**src/rtl/qpoint_pkg.sv**
```systemverilog
`default_nettype none
// ============================================================================
// Module   : qpoint_pkg
// Purpose  : Shared constants and state encoding for the qpoint datapath blocks.
// Revision : 1.0 - initial release
// ============================================================================
package qpoint_pkg;

    localparam int QP_Q = 23;
    localparam int QP_N = 32;

    localparam logic [QP_N-2:0] MAG_MAX = {(QP_N-1){1'b1}};

    typedef enum logic [1:0] {
        ST_IDLE = 2'd0,
        ST_ACC  = 2'd1,
        ST_DONE = 2'd2
    } qacc_state_t;

endpackage : qpoint_pkg
`default_nettype wire

```
**src/rtl/qacc_seq_if.sv**
```systemverilog
`default_nettype none
// ============================================================================
// Module   : qacc_seq_if
// Purpose  : Control/data handshake bundle between a term producer and qacc_seq.
// Revision : 1.0 - initial release
// ============================================================================
interface qacc_seq_if
    import qpoint_pkg::*;
#(
    parameter int N     = QP_N,
    parameter int LEN_W = 8
);
    logic             i_start;
    logic [LEN_W-1:0] i_len;
    logic             i_valid;
    logic [N-1:0]     i_data;
    logic             o_ready;
    logic [N-1:0]     o_sum;
    logic             o_complete;
    logic             o_overflow;
    logic             o_busy;

    modport master (
        output i_start, i_len, i_valid, i_data,
        input  o_ready, o_sum, o_complete, o_overflow, o_busy
    );

    modport slave (
        input  i_start, i_len, i_valid, i_data,
        output o_ready, o_sum, o_complete, o_overflow, o_busy
    );
endinterface : qacc_seq_if
`default_nettype wire

```
**src/rtl/qadd_sat.sv**
```systemverilog
`default_nettype none
// ============================================================================
// Module   : qadd_sat
// Purpose  : Combinational saturating sign-magnitude Q-format adder.
// Revision : 1.0 - initial release
// ============================================================================
module qadd_sat
    import qpoint_pkg::*;
#(
    parameter int Q = QP_Q,
    parameter int N = QP_N
) (
    input  wire logic [N-1:0] a,
    input  wire logic [N-1:0] b,
    output logic      [N-1:0] sum,
    output logic              ovf
);
    localparam int MW = N - 1;

    if (Q >= MW) begin : g_q_range_err
        $error("qadd_sat: Q must be smaller than N-1");
    end

    logic [MW-1:0] w_mag_a;
    logic [MW-1:0] w_mag_b;
    logic [MW-1:0] w_mag_r;
    logic [MW:0]   w_add;
    logic          w_sa;
    logic          w_sb;
    logic          w_sr;

    always_comb begin
        w_mag_a = a[MW-1:0];
        w_mag_b = b[MW-1:0];
        // A zero magnitude is always positive, so -0 behaves as +0.
        w_sa    = a[N-1] & (|w_mag_a);
        w_sb    = b[N-1] & (|w_mag_b);
        w_add   = {1'b0, w_mag_a} + {1'b0, w_mag_b};
        w_mag_r = '0;
        w_sr    = 1'b0;
        ovf     = 1'b0;
        if (w_sa == w_sb) begin
            w_sr = w_sa;
            if (w_add[MW]) begin
                w_mag_r = '1;
                ovf     = 1'b1;
            end else begin
                w_mag_r = w_add[MW-1:0];
            end
        end else if (w_mag_a >= w_mag_b) begin
            w_mag_r = w_mag_a - w_mag_b;
            w_sr    = w_sa;
        end else begin
            w_mag_r = w_mag_b - w_mag_a;
            w_sr    = w_sb;
        end
    end

    assign sum = {w_sr & (|w_mag_r), w_mag_r};

endmodule : qadd_sat
`default_nettype wire

```
**src/rtl/qacc_seq.sv**
```systemverilog
`default_nettype none
// ============================================================================
// Module   : qacc_seq
// Purpose  : Sequential saturating accumulator of a programmed number of Q terms.
// Revision : 1.0 - initial release
// ============================================================================
module qacc_seq
    import qpoint_pkg::*;
#(
    parameter int Q     = QP_Q,
    parameter int N     = QP_N,
    parameter int LEN_W = 8
) (
    input  wire logic  i_clk,
    input  wire logic  i_rst,
    qacc_seq_if.slave  bus
);
    qacc_state_t      r_state;
    logic [LEN_W-1:0] r_len;
    logic [LEN_W-1:0] r_count;
    logic [N-1:0]     r_sum;
    logic             r_ovf;
    logic             r_ready;
    logic             r_complete;
    logic             r_busy;

    logic [N-1:0]     w_sum;
    logic             w_ovf;
    logic [LEN_W-1:0] w_count_nxt;
    logic             w_accept;

    qadd_sat #(
        .Q (Q),
        .N (N)
    ) u_qadd_sat (
        .a   (r_sum),
        .b   (bus.i_data),
        .sum (w_sum),
        .ovf (w_ovf)
    );

    assign w_count_nxt = r_count + 1'b1;
    // r_ready is only ever set while in ACC, so it alone qualifies an accept.
    assign w_accept    = bus.i_valid & r_ready;

    always_ff @(posedge i_clk) begin
        if (i_rst) begin
            r_state    <= ST_IDLE;
            r_len      <= '0;
            r_count    <= '0;
            r_sum      <= '0;
            r_ovf      <= 1'b0;
            r_ready    <= 1'b0;
            r_complete <= 1'b0;
            r_busy     <= 1'b0;
        end else begin
            case (r_state)
                ST_IDLE: begin
                    if (bus.i_start) begin
                        r_len   <= bus.i_len;
                        r_count <= '0;
                        r_sum   <= '0;
                        r_ovf   <= 1'b0;
                        r_busy  <= 1'b1;
                        if (bus.i_len == '0) begin
                            r_state    <= ST_DONE;
                            r_complete <= 1'b1;
                        end else begin
                            r_state <= ST_ACC;
                            r_ready <= 1'b1;
                        end
                    end
                end
                ST_ACC: begin
                    if (w_accept) begin
                        r_sum   <= w_sum;
                        r_ovf   <= r_ovf | w_ovf;
                        r_count <= w_count_nxt;
                        if (w_count_nxt == r_len) begin
                            r_state    <= ST_DONE;
                            r_ready    <= 1'b0;
                            r_complete <= 1'b1;
                        end
                    end
                end
                ST_DONE: begin
                    r_state    <= ST_IDLE;
                    r_complete <= 1'b0;
                    r_busy     <= 1'b0;
                end
                default: begin
                    r_state    <= ST_IDLE;
                    r_ready    <= 1'b0;
                    r_complete <= 1'b0;
                    r_busy     <= 1'b0;
                end
            endcase
        end
    end

    assign bus.o_ready    = r_ready;
    assign bus.o_sum      = r_sum;
    assign bus.o_complete = r_complete;
    assign bus.o_overflow = r_ovf;
    assign bus.o_busy     = r_busy;

endmodule : qacc_seq
`default_nettype wire

```
**src/flat_wrapper.sv**
```systemverilog
// flat-port wrapper written by rule: the top's interface ports become plain ports
module qacc_seq_flat import qpoint_pkg::*;
#(
    parameter int Q     = QP_Q,
    parameter int N     = QP_N,
    parameter int LEN_W = 8
)
  (i_clk, i_rst, bus_i_start, bus_i_len, bus_i_valid, bus_i_data, bus_o_ready, bus_o_sum, bus_o_complete, bus_o_overflow, bus_o_busy);
  qacc_seq_if #(.N(N), .LEN_W(LEN_W)) bus_i ();
  input  wire logic i_clk;
  input  wire logic i_rst;
  input wire logic [$bits(bus_i.i_start)-1:0] bus_i_start;
  input wire logic [$bits(bus_i.i_len)-1:0] bus_i_len;
  input wire logic [$bits(bus_i.i_valid)-1:0] bus_i_valid;
  input wire logic [$bits(bus_i.i_data)-1:0] bus_i_data;
  output wire logic [$bits(bus_i.o_ready)-1:0] bus_o_ready;
  output wire logic [$bits(bus_i.o_sum)-1:0] bus_o_sum;
  output wire logic [$bits(bus_i.o_complete)-1:0] bus_o_complete;
  output wire logic [$bits(bus_i.o_overflow)-1:0] bus_o_overflow;
  output wire logic [$bits(bus_i.o_busy)-1:0] bus_o_busy;
  assign bus_i.i_start = bus_i_start;
  assign bus_i.i_len = bus_i_len;
  assign bus_i.i_valid = bus_i_valid;
  assign bus_i.i_data = bus_i_data;
  assign bus_o_ready = bus_i.o_ready;
  assign bus_o_sum = bus_i.o_sum;
  assign bus_o_complete = bus_i.o_complete;
  assign bus_o_overflow = bus_i.o_overflow;
  assign bus_o_busy = bus_i.o_busy;
  qacc_seq #(.Q(Q), .N(N), .LEN_W(LEN_W)) u_core (.i_clk(i_clk), .i_rst(i_rst), .bus(bus_i));
endmodule
```
**config.mk**
```make
export PLATFORM = sky130hd
export DESIGN_NAME = qacc_seq_flat
export DESIGN_NICKNAME = d
export VERILOG_FILES = /design/src/rtl/qpoint_pkg.sv /design/src/rtl/qacc_seq_if.sv /design/src/rtl/qadd_sat.sv /design/src/rtl/qacc_seq.sv /design/src/flat_wrapper.sv
export SDC_FILE = /design/constraint.sdc
export NUM_CORES = 1
export LEC_CHECK = 0
export CAP_MARGIN = 40
export CORE_AREA = 2 2 186 188
export DETAILED_ROUTE_END_ITERATION = 6
export DIE_AREA = 0 0 188 190
export DONT_BUFFER_PORTS = 1
export PLACE_DENSITY = 0.48
export SLEW_MARGIN = 20
export SYNTH_ARGS = -nofsm -noshare
export SYNTH_HDL_FRONTEND = slang
export SYNTH_SLANG_ARGS = --single-unit
```
**constraint.sdc**
```tcl
create_clock -name i_clk -period 3.8 [get_ports i_clk]
set_input_delay 0.57 -clock i_clk [delete_from_list [all_inputs] [get_ports i_clk]]
set_output_delay 0.57 -clock i_clk [all_outputs]
set_load 0.01 [all_outputs]
```
==> results.json <==
{
  "antenna_found_initial": 2,
  "synth.top_cell.area_share": 0.154,
  "combPwrFrac": 0.485,
  "drtAntennaViolNets": 0,
  "cp-start-kind": "flip-flop",
  "grt-ovfl-total": 0,
  "fin_ws_ns": -0.0485,
  "clk_path_buf_depth": 2,
  "htreeDepth": 2,
  "final_area_um2": 13400,
  "synth_edf_count": 0,
  "avgSynthCellArea_um2": 7.01,
  "area_growth_pct": 61.5,
  "layout_min_cycle_time_ns": 3.85,
  "ir_drop_mv": 0.186,
  "cp_slowest_cell": "dfxtp_4",
  "core_um2": 33900,
  "ys_types": 91,
  "grt_max_degree": 55,
  "synthCells": 1184,
  "p_switching_mw": 0.928,
  "hold_class": "in -> reg",
  "p_leak_nw": 5.77,
  "critPathBufInv": 4,
  "start_util": 0.245,
  "report.final.slew_viol_count": 0,
  "nFillCells": 3487,
  "status": "complete, but fails checks",
  "p_int_mw": 1.43,
  "required_ns": 4.03,
  "fin_crit_sh": 1.01,
  "synth_nets": 1333,
  "cts_tree": "done",
  "sw_frac_of_total": 0.394,
  "finClkSkew_ns": 0.0254,
  "grt_pass1_wl_um": 65900,
  "hold_viol": 0,
  "yosys.cell_count.top_type": "a21oi_1",
  "io_pins": 80,
  "syn-cell-area_um2": 8300,
  "clkSinkCount": 54,
  "drc": 0,
  "crit_top_cell": "buf_4",
  "synth-main-ff-cell": "dfxtp_1",
  "power_frac_seq": 0.255,
  "die_h_um": 190,
  "wl_per_cell_um": 21.8,
  "cp_data_arrival_time_ns": 4.08,
  "critPathMaxStageDelay_ns": 0.38,
  "fp.dieW_um": 188,
  "yosys-top-cells-area": "ha_1 15%, dfxtp_1 13%, a21oi_1 8.7%",
  "dp_hpwl_um": 34800,
  "routed_wl_um": 44200,
  "cts_inserted_buffers": 5,
  "placedInstanceArea_um2": 11600,
  "rows": 68,
  "path_cells": "inv_2 -> ha_4 -> nand4_1 -> nor4b_4 -> buf_4 -> and3b_2 -> a211oi_4 -> buf_4 -> buf_12 -> a211oi_2 -> a31oi_2 -> or2_2 -> a22oi_2 -> nand4b_1 -> nor4_4 -> and4b_1 -> nor3_2",
  "cap_violations": 0,
  "dr.first_iter.drc_count": 846,
  "async_flop_share": 0,
  "via_per_inst": 5.40,
  "crit_type": "reg -> reg",
  "rsz0062_at_grt": "yes",
  "cts.hold.buffers_added": 0,
  "tightest_slew_ns": 0.722,
  "max-slew-margin-rel": 0.517,
  "power.density_nw_per_um2": 176,
  "violations": "setup timing",
  "gp_congestion": 0.987,
  "clk_latency_ns": 0.34,
  "dr.pass1.iters": 5,
  "cpLargestDelayFamily": "simple AND/OR/NAND/NOR gates",
  "cts_root_buf": "clkbuf_16",
  "drive_gt1_frac": 0.422,
  "critPathCaptureType": "flip-flop",
  "nets": 1716,
  "ys_seq_area_frac": 0.130,
  "vias": 10923,
  "setup_viol": 1,
  "crit_fanout": 6,
  "die_area_um2": 35700,
  "grt_usage": 0.240,
  "grt_pass1_vias": 11045,
  "total_power_mw": 2.35,
  "cts.clk_slew.worst_paths_ns": 0.10,
  "yosys_register_bits": 54,
  "yosysTopAreaCell": "ha_1",
  "port_buffers": 0,
  "tns_ns": -0.0485,
  "synth_common_cells": "144 x a21oi_1, 116 x nor2_1, 102 x ha_1",
  "clockPowerShare": 0.260,
  "fmax_mhz": 260,
  "yosysWarnings": 0
}
-- layout make-up --
class / count / area, µm² / share of cell area
clock inverters: 3 / 47.5 / 0.00355
multi-input cells: 973 / 7800 / 0.582
clock buffers: 5 / 125 / 0.00933
flip-flops and latches: 54 / 1110 / 0.0830
inverters: 96 / 360 / 0.0269
repair buffers: 437 / 3390 / 0.253
diodes: 1 / 2.50 / 0.000187
well taps: 455 / 569 / 0.0425
-- registers in the layout (all words and copies together), names as in the netlist --
| name | count |
|---|---|
| u_core.bus.o_overflow | 1 |
| u_core.bus.o_ready | 1 |
| u_core.r_state | 2 |
| u_core.r_len | 8 |
| u_core.bus.o_busy | 1 |
| u_core.r_count | 8 |
| u_core.bus.o_complete | 1 |
| u_core.bus.o_sum | 32 |
-- kinds of logic after synthesis --
group	share of synthesized area
fa+ha+maj	0.161
flops	0.130
mux	0.0175
xor+xnor	0.0252
simple gates	0.236
buf+inv	0.0757
compound gates	0.354
-- power groups by stage --
| stage | registers [mW] | logic [mW] | clock network (mW) |
|---|---|---|---|
| floorplan | 0.616 | 0.476 | 0 |
| global placement | 0.614 | 0.955 | 0 |
| detailed placement | 0.614 | 0.951 | 0 |
| CTS | 0.601 | 1.04 | 0.639 |
| global route | 0.602 | 1.21 | 0.655 |
| finish | 0.600 | 1.14 | 0.611 |
-- cell usage in the layout (no fill, tap or decap), types with 6 or more instances in the layout --
master      n
nand2b_1   13
buf_4     419
inv_1      88
a211oi_1   11
dfxtp_1    35
a21o_1     16
inv_2       8
xnor2_1    18
o21bai_1   20
a21oi_2    22
nand4_1    20
nand2_1    86
dfxtp_2    16
o22ai_1    10
and3_1      7
and2_1      8
o21a_1      7
nor4_1     20
nor3_1     26
a21oi_1   121
buf_6      14
nand3_1    17
o211ai_1   12
o21ai_0    44
ha_1       71
mux2i_1     6
o31ai_1     7
nor2b_1    17
o21ai_2     9
o221ai_2    6
a22oi_1    20
ha_4       29
a211oi_2    9
or2_2       6
nor2_1    113
o21ai_1    10
-- layer usage --
metal	share of wire	global-route usage	vias to the layer above	wire [µm]
met5	0.00029	0	-	13
met4	0.057	0.125	2	2500
met3	0.081	0.0553	126	3560
met2	0.44	0.384	437	19600
met1	0.42	0.301	5223	18500
li1	-	-	5135	-
-- repair_timing --
| item | CTS | global route |
|---|---|---|
| buffers inserted | 16 | 24 |
| setup endpoints to repair | 12 | 8 |
| cloned | 1 | 0 |
| gates resized for setup | 138 | 115 |
| pin swaps | 43 | 65 |
-- final timing paths --
kind                                      startpoint  slack [ns]                   end  cells after the start
worst min-delay path                           i_rst        0.31     u_core.r_count[2]                      1
worst max-delay path            u_core.bus.o_sum[17]       -0.05  u_core.bus.o_sum[31]                     17
worst min register to register       u_core.r_len[7]        0.48       u_core.r_len[7]                      2
worst max register to register  u_core.bus.o_sum[17]       -0.05  u_core.bus.o_sum[31]                     17
-- through the flow --
step	util	instances	hold WS, ns	setup WS [ns]
after floorplan	-	1184	0.448	0.00182
after CTS	0.374	2000	0.282	0.00103
after global routing	0.395	2023	0.268	-0.144
after detailed placement	0.342	1975	0.467	-0.777
after global placement	0.342	1975	0.463	-0.706
final	0.395	2024	0.306	-0.0485
No activity file was read; power rests on OpenSTA's default activity.
